**src/rtl/synth_sched_pkg.sv**
```systemverilog
// Shared types and constants for the voice scheduler and its sample ticker.
package synth_sched_pkg;

    typedef enum logic [2:0] {
        S_IDLE,
        S_SELECT,
        S_TRIGGER,
        S_WAIT,
        S_DONE
    } sched_state_t;

    localparam logic [31:0] AMP_UNITY          = 32'd1 << 15;
    localparam int          DEFAULT_SAMPLE_DIV = 1042;

endpackage

```
**src/rtl/mod_sample_ticker.sv**
```systemverilog
// Free-running sample-rate divider: one-cycle tick every SAMPLE_DIV clocks plus a 32-bit sample index.
module mod_sample_ticker
    import synth_sched_pkg::*;
#(
    parameter int SAMPLE_DIV = DEFAULT_SAMPLE_DIV
) (
    input  logic        i_clk,
    input  logic        i_rst,
    output logic        o_tick,
    output logic [31:0] o_time
);

    localparam int CNT_W = $clog2(SAMPLE_DIV + 1);

    logic [CNT_W-1:0] count;

    assign o_tick = (count == CNT_W'(SAMPLE_DIV - 1));

    always_ff @(posedge i_clk or posedge i_rst) begin
        if (i_rst) begin
            count  <= '0;
            o_time <= '0;
        end else if (o_tick) begin
            count  <= '0;
            o_time <= o_time + 32'd1;
        end else begin
            count  <= count + 1'b1;
        end
    end

endmodule

```
**src/rtl/mod_voice_scheduler.sv**
```systemverilog
// Time-multiplexes one shared synth core across NUM_VOICES voices and mixes the
// returned samples into one saturated output per sample tick.
module mod_voice_scheduler
    import synth_sched_pkg::*;
#(
    parameter int NUM_VOICES = 4,
    parameter int SAMPLE_DIV = DEFAULT_SAMPLE_DIV
) (
    input  logic                       i_clk,
    input  logic                       i_rst,
    input  logic [NUM_VOICES*32-1:0]   i_voice_freq,
    input  logic [NUM_VOICES-1:0]      i_voice_en,
    output logic [31:0]                o_synth_time,
    output logic [31:0]                o_synth_freq,
    output logic [31:0]                o_synth_amp,
    output logic                       o_synth_trigger,
    input  logic                       i_synth_ready,
    input  logic signed [31:0]         i_synth_sound,
    output logic signed [31:0]         o_mix,
    output logic                       o_mix_valid,
    output logic                       o_overrun
);

    // idx must be able to hold NUM_VOICES (one past the last voice)
    localparam int IDX_W = $clog2(NUM_VOICES) + 1;
    localparam int ACC_W = 32 + $clog2(NUM_VOICES) + 1;

    localparam logic signed [ACC_W-1:0] MIX_MAX = ACC_W'(signed'(32'h7FFF_FFFF));
    localparam logic signed [ACC_W-1:0] MIX_MIN = ACC_W'(signed'(32'h8000_0000));

    function automatic logic signed [31:0] saturate(input logic signed [ACC_W-1:0] a);
        if (a > MIX_MAX) return 32'h7FFF_FFFF;
        if (a < MIX_MIN) return 32'h8000_0000;
        return a[31:0];
    endfunction

    sched_state_t            state, state_d;
    logic                    tick;
    logic [NUM_VOICES-1:0]   en_q;
    logic [IDX_W-1:0]        idx;
    logic [IDX_W-1:0]        sel_idx;
    logic                    found;
    logic [31:0]             sel_freq;
    logic signed [ACC_W-1:0] acc;

    mod_sample_ticker #(
        .SAMPLE_DIV (SAMPLE_DIV)
    ) u_ticker (
        .i_clk  (i_clk),
        .i_rst  (i_rst),
        .o_tick (tick),
        .o_time (o_synth_time)
    );

    // Descending scan so the lowest enabled voice at or above idx wins.
    always_comb begin
        found    = 1'b0;
        sel_idx  = '0;
        sel_freq = '0;
        for (int v = NUM_VOICES - 1; v >= 0; v--) begin
            if (en_q[v] && (IDX_W'(v) >= idx)) begin
                found    = 1'b1;
                sel_idx  = IDX_W'(v);
                sel_freq = i_voice_freq[32*v +: 32];
            end
        end
    end

    always_comb begin
        state_d = state;
        case (state)
            S_IDLE:    if (tick) state_d = S_SELECT;
            S_SELECT:  state_d = found ? S_TRIGGER : S_DONE;
            S_TRIGGER: state_d = S_WAIT;
            S_WAIT:    if (i_synth_ready) state_d = S_SELECT;
            S_DONE:    state_d = S_IDLE;
            default:   state_d = S_IDLE;
        endcase
    end

    always_ff @(posedge i_clk or posedge i_rst) begin
        if (i_rst) begin
            state           <= S_IDLE;
            en_q            <= '0;
            idx             <= '0;
            acc             <= '0;
            o_synth_freq    <= '0;
            o_synth_amp     <= '0;
            o_synth_trigger <= 1'b0;
            o_mix           <= '0;
            o_mix_valid     <= 1'b0;
            o_overrun       <= 1'b0;
        end else begin
            state           <= state_d;
            o_synth_trigger <= (state_d == S_TRIGGER);
            o_synth_amp     <= ((state_d == S_TRIGGER) || (state_d == S_WAIT)) ? AMP_UNITY : 32'd0;
            o_mix_valid     <= (state == S_DONE);
            // A tick outside IDLE is dropped; the running sequence carries on.
            if (tick && (state != S_IDLE)) o_overrun <= 1'b1;
            case (state)
                S_IDLE: begin
                    if (tick) begin
                        en_q <= i_voice_en;
                        acc  <= '0;
                        idx  <= '0;
                    end
                end
                S_SELECT: begin
                    if (found) begin
                        o_synth_freq <= sel_freq;
                        idx          <= sel_idx;
                    end
                end
                S_WAIT: begin
                    if (i_synth_ready) begin
                        acc <= acc + ACC_W'(i_synth_sound);
                        idx <= idx + 1'b1;
                    end
                end
                S_DONE:  o_mix <= saturate(acc);
                default: ;
            endcase
        end
    end

endmodule

```
**config.mk**
```make
export PLATFORM = sky130hd
export DESIGN_NAME = mod_voice_scheduler
export DESIGN_NICKNAME = d
export VERILOG_FILES = /design/src/rtl/synth_sched_pkg.sv /design/src/rtl/mod_sample_ticker.sv /design/src/rtl/mod_voice_scheduler.sv
export SDC_FILE = /design/constraint.sdc
export NUM_CORES = 1
export LEC_CHECK = 0
export CAP_MARGIN = 10
export CORE_MARGIN = 10
export CORE_UTILIZATION = 50
export CTS_CLUSTER_DIAMETER = 60
export DETAILED_ROUTE_END_ITERATION = 16
export PLACE_DENSITY = 0.9
export SLEW_MARGIN = 5
export SYNTH_ARGS = -nofsm -noshare
export SYNTH_HDL_FRONTEND = slang
export SYNTH_HIERARCHICAL = 1
export SYNTH_SLANG_ARGS = --single-unit
```
**constraint.sdc**
```tcl
create_clock -name i_clk -period 10.2 [get_ports i_clk]
set_clock_uncertainty 0.05 [all_clocks]
set_input_delay 1.02 -clock i_clk [delete_from_list [all_inputs] [get_ports i_clk]]
set_output_delay 1.02 -clock i_clk [all_outputs]
set_load 0.005 [all_outputs]
```
==> results of run 1 <==
worst paths after layout:
kind / startpoint / end / slack (ps) / cells after the start
worst min register to register: o_mix[0] / o_mix[0] / 420 / 2
worst max register to register: idx[0] / o_synth_freq[10] / 7020 / 8
min in group asynchronous: i_rst / u_ticker/o_time[21] / 1100 / 3
worst min-delay path: o_mix[0] / o_mix[0] / 420 / 2
worst max-delay path: i_synth_sound[0] / acc[32] / 6520 / 12
max in group asynchronous: i_rst / acc[25] / 7800 / 3
cells in the final DEF (no fill, tap or decap), drive strengths merged, types with 13 or more instances in the layout:
cell,n
clkdlybuf4s50,266
xnor2,51
nand2,133
xor2,18
conb,31
a21o,13
inv,27
nor2,68
a21oi,35
nand3,27
o21ai,62
clkbuf,17
nand4,24
ha,40
dfrtp,156
a221oi,33
a22o,32
o41ai,33
buf,13
nor3,40
routing by layer:
metal	part of all wire [%]	GRT usage, %	vias up	wire length [um]
met5	0	0	-	0
met4	2.1	7.01	0	634
met3	7.4	6.26	50	2220
met2	51	41.6	330	15300
met1	39	27.6	4148	11800
li1	-	-	3979	-
sequential cells by signal, indices dropped and copies added, names as in the netlist:
name / cells
acc: 35
o_mix: 32
u_ticker/o_time: 32
idx: 3
o_synth_freq: 32
en_q: 4
o_synth_trigger: 1
u_ticker/count: 11
o_mix_valid: 1
o_overrun: 1
state: 3
o_synth_amp: 1
layout make-up:
class                   instances  area [um^2]  share of cell area (%)
repair buffers                279         2760                    21.9
flip-flops and latches        156         3900                    31.0
multi-input cells             740         4960                    39.4
inverters                      20         77.6                   0.616
well taps                     229          287                    2.27
clock buffers                  17          425                    3.38
clock inverters                15          180                    1.43
where the power goes:
part / internal, mW / switching (mW)
Sequential: 0.619 / 0.000526
Combinational: 0.0715 / 0.0513
Clock: 0.371 / 0.281
worst register-to-register path: stages, from the launching register on:
cell and delay, ps:
sky130_fd_sc_hd__dfrtp_1 440, sky130_fd_sc_hd__inv_1 140, sky130_fd_sc_hd__ha_1 170, sky130_fd_sc_hd__o311a_1 150, sky130_fd_sc_hd__buf_4 360, sky130_fd_sc_hd__nor3_2 140
sky130_fd_sc_hd__or3_2 770, sky130_fd_sc_hd__buf_4 400, sky130_fd_sc_hd__o41ai_1 430
stage by stage:
| step | cell area, um^2 | instances | setup WS, ps | hold slack, ps |
|---|---|---|---|---|
| after floorplan | 9380 | 998 | 6140 | 410 |
| after global placement | 12000 | 1424 | 6300 | 400 |
| after detailed placement | 12000 | 1424 | 6230 | 404 |
| after CTS | 12600 | 1456 | 6590 | 419 |
| after global routing | 12600 | 1456 | 6280 | 429 |
| final | 12600 | 1456 | 6520 | 417 |
logic make-up (layout without fill, tap and decap cells):
| logic type | count (synthesis) | in the layout |
|---|---|---|
| AO/OA/AOI/OAI | 253 | 253 |
| other | 1 | 31 |
| adder cells (fa/ha/maj) | 41 | 41 |
| AND/OR/NAND/NOR | 339 | 339 |
| buffers and inverters | 102 | 331 |
| multiplexers | 7 | 7 |
| flip-flops | 156 | 156 |
| XOR/XNOR | 69 | 69 |
==> summary.md, run 1 <==
| Metric | Value |
|---|---|
| Source-to-sink clock delay at the later pin of the worst-skew pair | `420 ps` |
| Global-route wire length before repair | `46900 um` |
| Weighted congestion at the end of routability-driven global placement | `0.934` |
| Post-detailed-route DRC marker count | `0` |
| Inserted Diodes | `0` |
| Critical Setup Path Class | `primary input to flop` |
| Simple-gate share of the synthesized area | `17.6%` |
| Area growth, synth to finish | `35.8%` |
| F_max | `272 MHz` |
| Deepest clock path buffer count | `2` |
| Cell with the most instances after synthesis | `sky130_fd_sc_hd__dfrtp_1` |
| CTS Root Buffer Type | `sky130_fd_sc_hd__clkbuf_16` |
| Number of nets with antenna violations after routing | `0` |
| Clock tree from TritonCTS | `built` |
| Proportion of synthesized area in mux cells | `0.823%` |
| Cell leakage power | `5.64 nW` |
| Cell with the most instances on the worst path | `sky130_fd_sc_hd__nand3_1` |
| Number of slew-limit violations in the final report | `0` |
| Number of flops mapped to enable cells by yosys | `0` |
| Async set-or-reset flop fraction in the synthesized netlist | `100%` |
| Top post-synthesis cells by area | `sky130_fd_sc_hd__dfrtp_1 (42%), sky130_fd_sc_hd__ha_1 (5.4%), sky130_fd_sc_hd__nand2_1 (5.3%), sky130_fd_sc_hd__xnor2_1 (4.8%), sky130_fd_sc_hd__o41ai_2 (3.5%)` |
| Cts bufs inserted | `17` |
| Leading area contributor after synthesis | `sky130_fd_sc_hd__dfrtp_1` |
| Share of Yosys cell area claimed by the top area cell type | `42.1%` |
| #FFs+latches synth | `156` |
| Largest driver fanout on the critical path | `3` |
| Type of element launching the critical path | `primary input` |
| Fraction of final layout cells sized beyond drive strength 1 | `7.58%` |
| Tightest Hold Check Type | `flop to flop` |
| Category of cells accounting for the largest share of critical-path delay | `compound AO/OA/AOI/OAI gates` |
| Instance count of the mapped netlist | `968` |
| DIE AREA | `24400 um^2` |
| RSZ-0062 raised after global routing | `false` |
| CTS Hold Bufs | `0` |
| Crit share post-route | `36.1%` |
| Vertical die dimension | `156 um` |
| Initial antenna violation count | `0` |
| Routed length per instance | `20.5 um` |
| Max_cap viols | `0` |
| Most used DFF post-synth | `sky130_fd_sc_hd__dfrtp_1` |
| Core Rows | `49` |
| Data arrival time of the worst path | `3940 ps` |
| Count of clock tree sinks | `156` |
| Total design power | `1.39 mW` |
| Status | `finished, final reports clean` |
| Core Region | `18100 um^2` |
| Count of cells resized by post-cts repair | `0` |
| Post-layout utilization of the core | `69.6%` |
| Via count of the routed design | `8507` |
| Adder-cell share of the synthesized area | `5.61%` |
| Hold Vio Cnt, Final | `0` |
| Kind of end point of the critical path | `flop` |
| Clock transition time at the flip-flop clock pins of the worst setup and hold paths | `70 ps` |
| Number of DRC markers in iteration 0 | `511` |
| H-tree level count | `4` |
| Cell types with the highest counts after synthesis | `sky130_fd_sc_hd__dfrtp_1 (156), sky130_fd_sc_hd__nand2_1 (132), sky130_fd_sc_hd__nor2_1 (68), sky130_fd_sc_hd__o21ai_0 (53), sky130_fd_sc_hd__xnor2_1 (51)` |
| Worst path bufs/invs | `1` |
| Post-Synthesis Cell Area | `9270 um^2` |
| Transition time at the pin with the least slew margin | `989 ps` |
| Complex-gate fraction of the synthesized area | `21.5%` |
| Pwr Density | `111 nW/um^2` |
| Fillers | `1311` |
| Starting density of the core | `51.3%` |
| Avg Synthesized Cell Area | `9.58 um^2` |
| I/O Buffers | `266` |
| Detail-routed via count per cell | `5.84` |
| Fraction of synthesized cell area in xor and xnor cells | `6.52%` |
| Library cells used by synthesis | `70` |
| Overflow left after global routing | `0` |
| Combinational family with the most area after synthesis | `compound AO/OA/AOI/OAI gates` |
| Post-CTS setup repair buffer count | `0` |
| Sequential share of the synthesized area | `42.1%` |
| Endpoints failing setup | `0` |
| Total Neg Setup Slack | `0 ps` |
| Post-layout minimum cycle time | `3680 ps` |
| Max-Slew Margin vs Limit | `33.8%` |
| Sequence of cells on the critical path | `clkdlybuf4s50_1 -> ha_1 -> fa_1 -> a211oi_1 -> o21ai_1 -> nand3_1 -> a31oi_1 -> o211ai_2 -> nand3_1 -> a41oi_1 -> xnor2_1 -> a22o_1` |
| Highest ir drop seen on vdd | `107 uV` |
| Global-route usage over all layers | `23.6%` |
| Yosys Warn Count | `6` |
| Fin nets | `1422` |
| Max incr delay on CP | `440 ps` |
| CP required | `10460 ps` |
| Boundary Pins | `298` |
| First-pass detailed-route iteration total | `5` |
| Number of global-route vias before repair | `8690` |
| Cell with the largest stage delay on the worst path | `sky130_fd_sc_hd__fa_1` |
| Placed wire-length estimate | `22800 um` |
| Horiz. Die Dim | `156 um` |
| WL final | `29900 um` |
| Maximum number of pins on one net before global-route repair | `64` |
No activity file was read; power rests on OpenSTA's default activity.
==> run 2: changes to the inputs <==
--- a/config.mk
+++ b/config.mk
@@ -7,10 +7,10 @@
 export LEC_CHECK = 0
 export CAP_MARGIN = 10
 export CORE_MARGIN = 10
-export CORE_UTILIZATION = 50
+export CORE_UTILIZATION = 47
 export CTS_CLUSTER_DIAMETER = 60
 export DETAILED_ROUTE_END_ITERATION = 16
-export PLACE_DENSITY = 0.9
+export PLACE_DENSITY = 0.85
 export SLEW_MARGIN = 5
 export SYNTH_ARGS = -nofsm -noshare
 export SYNTH_HDL_FRONTEND = slang
==> constraint.sdc (replaced) <==
create_clock -name i_clk -period 3.5 [get_ports i_clk]
set_clock_uncertainty 0.05 [all_clocks]
set_input_delay 0.35 -clock i_clk [delete_from_list [all_inputs] [get_ports i_clk]]
set_output_delay 0.35 -clock i_clk [all_outputs]
set_load 0.005 [all_outputs]
==> summary.md, run 2 (synthesis results as in run 1) <==
| Metric | Value |
|---|---|
| Status | `finished, final reports clean` |
| Count of cells resized by post-cts repair | `0` |
| Detail-routed via count per cell | `5.71` |
| Area growth, synth to finish | `36.4%` |
| Register with the most flip-flops | `acc` |
| Horiz. Die Dim | `160 um` |
| H-tree level count | `4` |
| Highest-count cells in the layout ignoring fill and taps | `sky130_fd_sc_hd__clkdlybuf4s50_1 (266), sky130_fd_sc_hd__dfrtp_1 (156), sky130_fd_sc_hd__nand2_1 (132)` |
| CTS Root Buffer Type | `sky130_fd_sc_hd__clkbuf_16` |
| Crit share post-route | `88.7%` |
| Global-route wire length before repair | `47900 um` |
| RSZ-0062 raised after global routing | `false` |
| Endpoints failing setup | `0` |
| Total design power | `4.02 mW` |
| Post-layout minimum cycle time | `3100 ps` |
| Max FFs per register | `35` |
| Total Neg Setup Slack | `0 ps` |
| CP required | `3760 ps` |
| Most common library cell in the layout ignoring fill and taps | `sky130_fd_sc_hd__clkdlybuf4s50_1` |
| Fraction of final layout cells sized beyond drive strength 1 | `7.73%` |
| Post-detailed-route DRC marker count | `0` |
| Inserted Diodes | `0` |
| Cts bufs inserted | `17` |
| Transition time at the pin with the least slew margin | `968 ps` |
| Highest ir drop seen on vdd | `316 uV` |
| Core Rows | `51` |
| Routed length per instance | `20.1 um` |
| Pwr Density | `318 nW/um^2` |
| Max-Slew Margin vs Limit | `35.2%` |
| WL final | `30000 um` |
| Maximum number of pins on one net before global-route repair | `66` |
| Max_cap viols | `0` |
| Count of clock tree sinks | `156` |
| Final instance count without filler cells | `1494` |
| Core Region | `19500 um^2` |
| Number of nets with antenna violations after routing | `0` |
| Source-to-sink clock delay at the later pin of the worst-skew pair | `430 ps` |
| Overflow left after global routing | `0` |
| Vertical die dimension | `160 um` |
| Final hold slack | `354 ps` |
| Starting density of the core | `47.6%` |
| I/O Buffers | `266` |
| First-pass detailed-route iteration total | `6` |
| Type of element launching the critical path | `flop` |
| Number of DRC markers in iteration 0 | `712` |
| Fin nets | `1424` |
| Via count of the routed design | `8531` |
| Kind of end point of the critical path | `flop` |
| CTS Hold Bufs | `0` |
| Cell total after placement | `1462` |
| Clock tree from TritonCTS | `built` |
| Cell leakage power | `5.64 nW` |
| Initial antenna violation count | `0` |
| Largest driver fanout on the critical path | `3` |
| Boundary Pins | `298` |
| Deepest clock path buffer count | `2` |
| Clock transition time at the flip-flop clock pins of the worst setup and hold paths | `80 ps` |
| F_max | `322 MHz` |
| Data arrival time of the worst path | `3370 ps` |
| DIE AREA | `25700 um^2` |
| Tightest Hold Check Type | `primary input to async pin` |
| Critical Setup Path Class | `flop to flop` |
| Post-CTS setup repair buffer count | `0` |
| Global-route usage over all layers | `22.7%` |
| Hold Vio Cnt, Final | `0` |
| Number of slew-limit violations in the final report | `0` |
| Number of global-route vias before repair | `8746` |
| Placed wire-length estimate | `22600 um` |
| Weighted congestion at the end of routability-driven global placement | `0.972` |
==> run 2: final timing paths <==
kind / cells past startpoint / slack (ps) / from / end
setup reg to reg: 11 / 400 / acc[0] / acc[32]
max in group asynchronous: 3 / 2220 / i_rst / idx[0]
min in group i_clk: 2 / 420 / o_mix[6] / o_mix[6]
hold / removal: 2 / 350 / i_rst / o_synth_trigger
hold reg to reg: 2 / 420 / o_mix[6] / o_mix[6]
setup / recovery: 11 / 400 / acc[0] / acc[32]
==> run 2: power breakdown <==
part,internal (mW),switching [mW],leakage (nW)
clock network,0.963,0.894,0.286
logic,0.210,0.149,3.39
registers,1.80,0.00151,1.97
total,2.98,1.04,5.64
==> run 2: area by class of cell <==
class,count,area [um^2]
flip-flops and latches,156,3900
repair buffers,281,2790
clock inverters,15,169
well taps,265,332
inverters,20,77.6
multi-input cells,740,4950
clock buffers,17,425
fillers,1571,6810
==> run 2: worst max-delay path: stages, from the launching register on <==
cell	delay, ps
sky130_fd_sc_hd__dfrtp_1	430
sky130_fd_sc_hd__ha_1	230
sky130_fd_sc_hd__fa_1	440
sky130_fd_sc_hd__a211oi_1	390
sky130_fd_sc_hd__o21ai_1	160
sky130_fd_sc_hd__nand3_1	160
sky130_fd_sc_hd__a31oi_1	140
sky130_fd_sc_hd__o211ai_2	220
sky130_fd_sc_hd__nand3_1	140
sky130_fd_sc_hd__a41oi_1	340
sky130_fd_sc_hd__xnor2_1	110
sky130_fd_sc_hd__a22o_1	180
==> run 2: through the flow <==
stage	instance area, um^2	worst slack (ps)	utilization, %
5_1_grt	12600	157	65.0
3_5_place_dp	12100	199	61.9
2_1_floorplan	9380	113	-
4_1_cts	12600	423	65.0
3_3_place_gp	12100	288	61.9
6_report	12600	396	65.0
==> run 2: routing by layer <==
metal / GRT usage, % / up-vias / wire, um
met1: 26.4 / 4127 / 11900
met3: 5.34 / 56 / 1900
met5: 0 / - / 0
met2: 40.3 / 365 / 15400
met4: 7.14 / 0 / 766
li1: - / 3983 / -
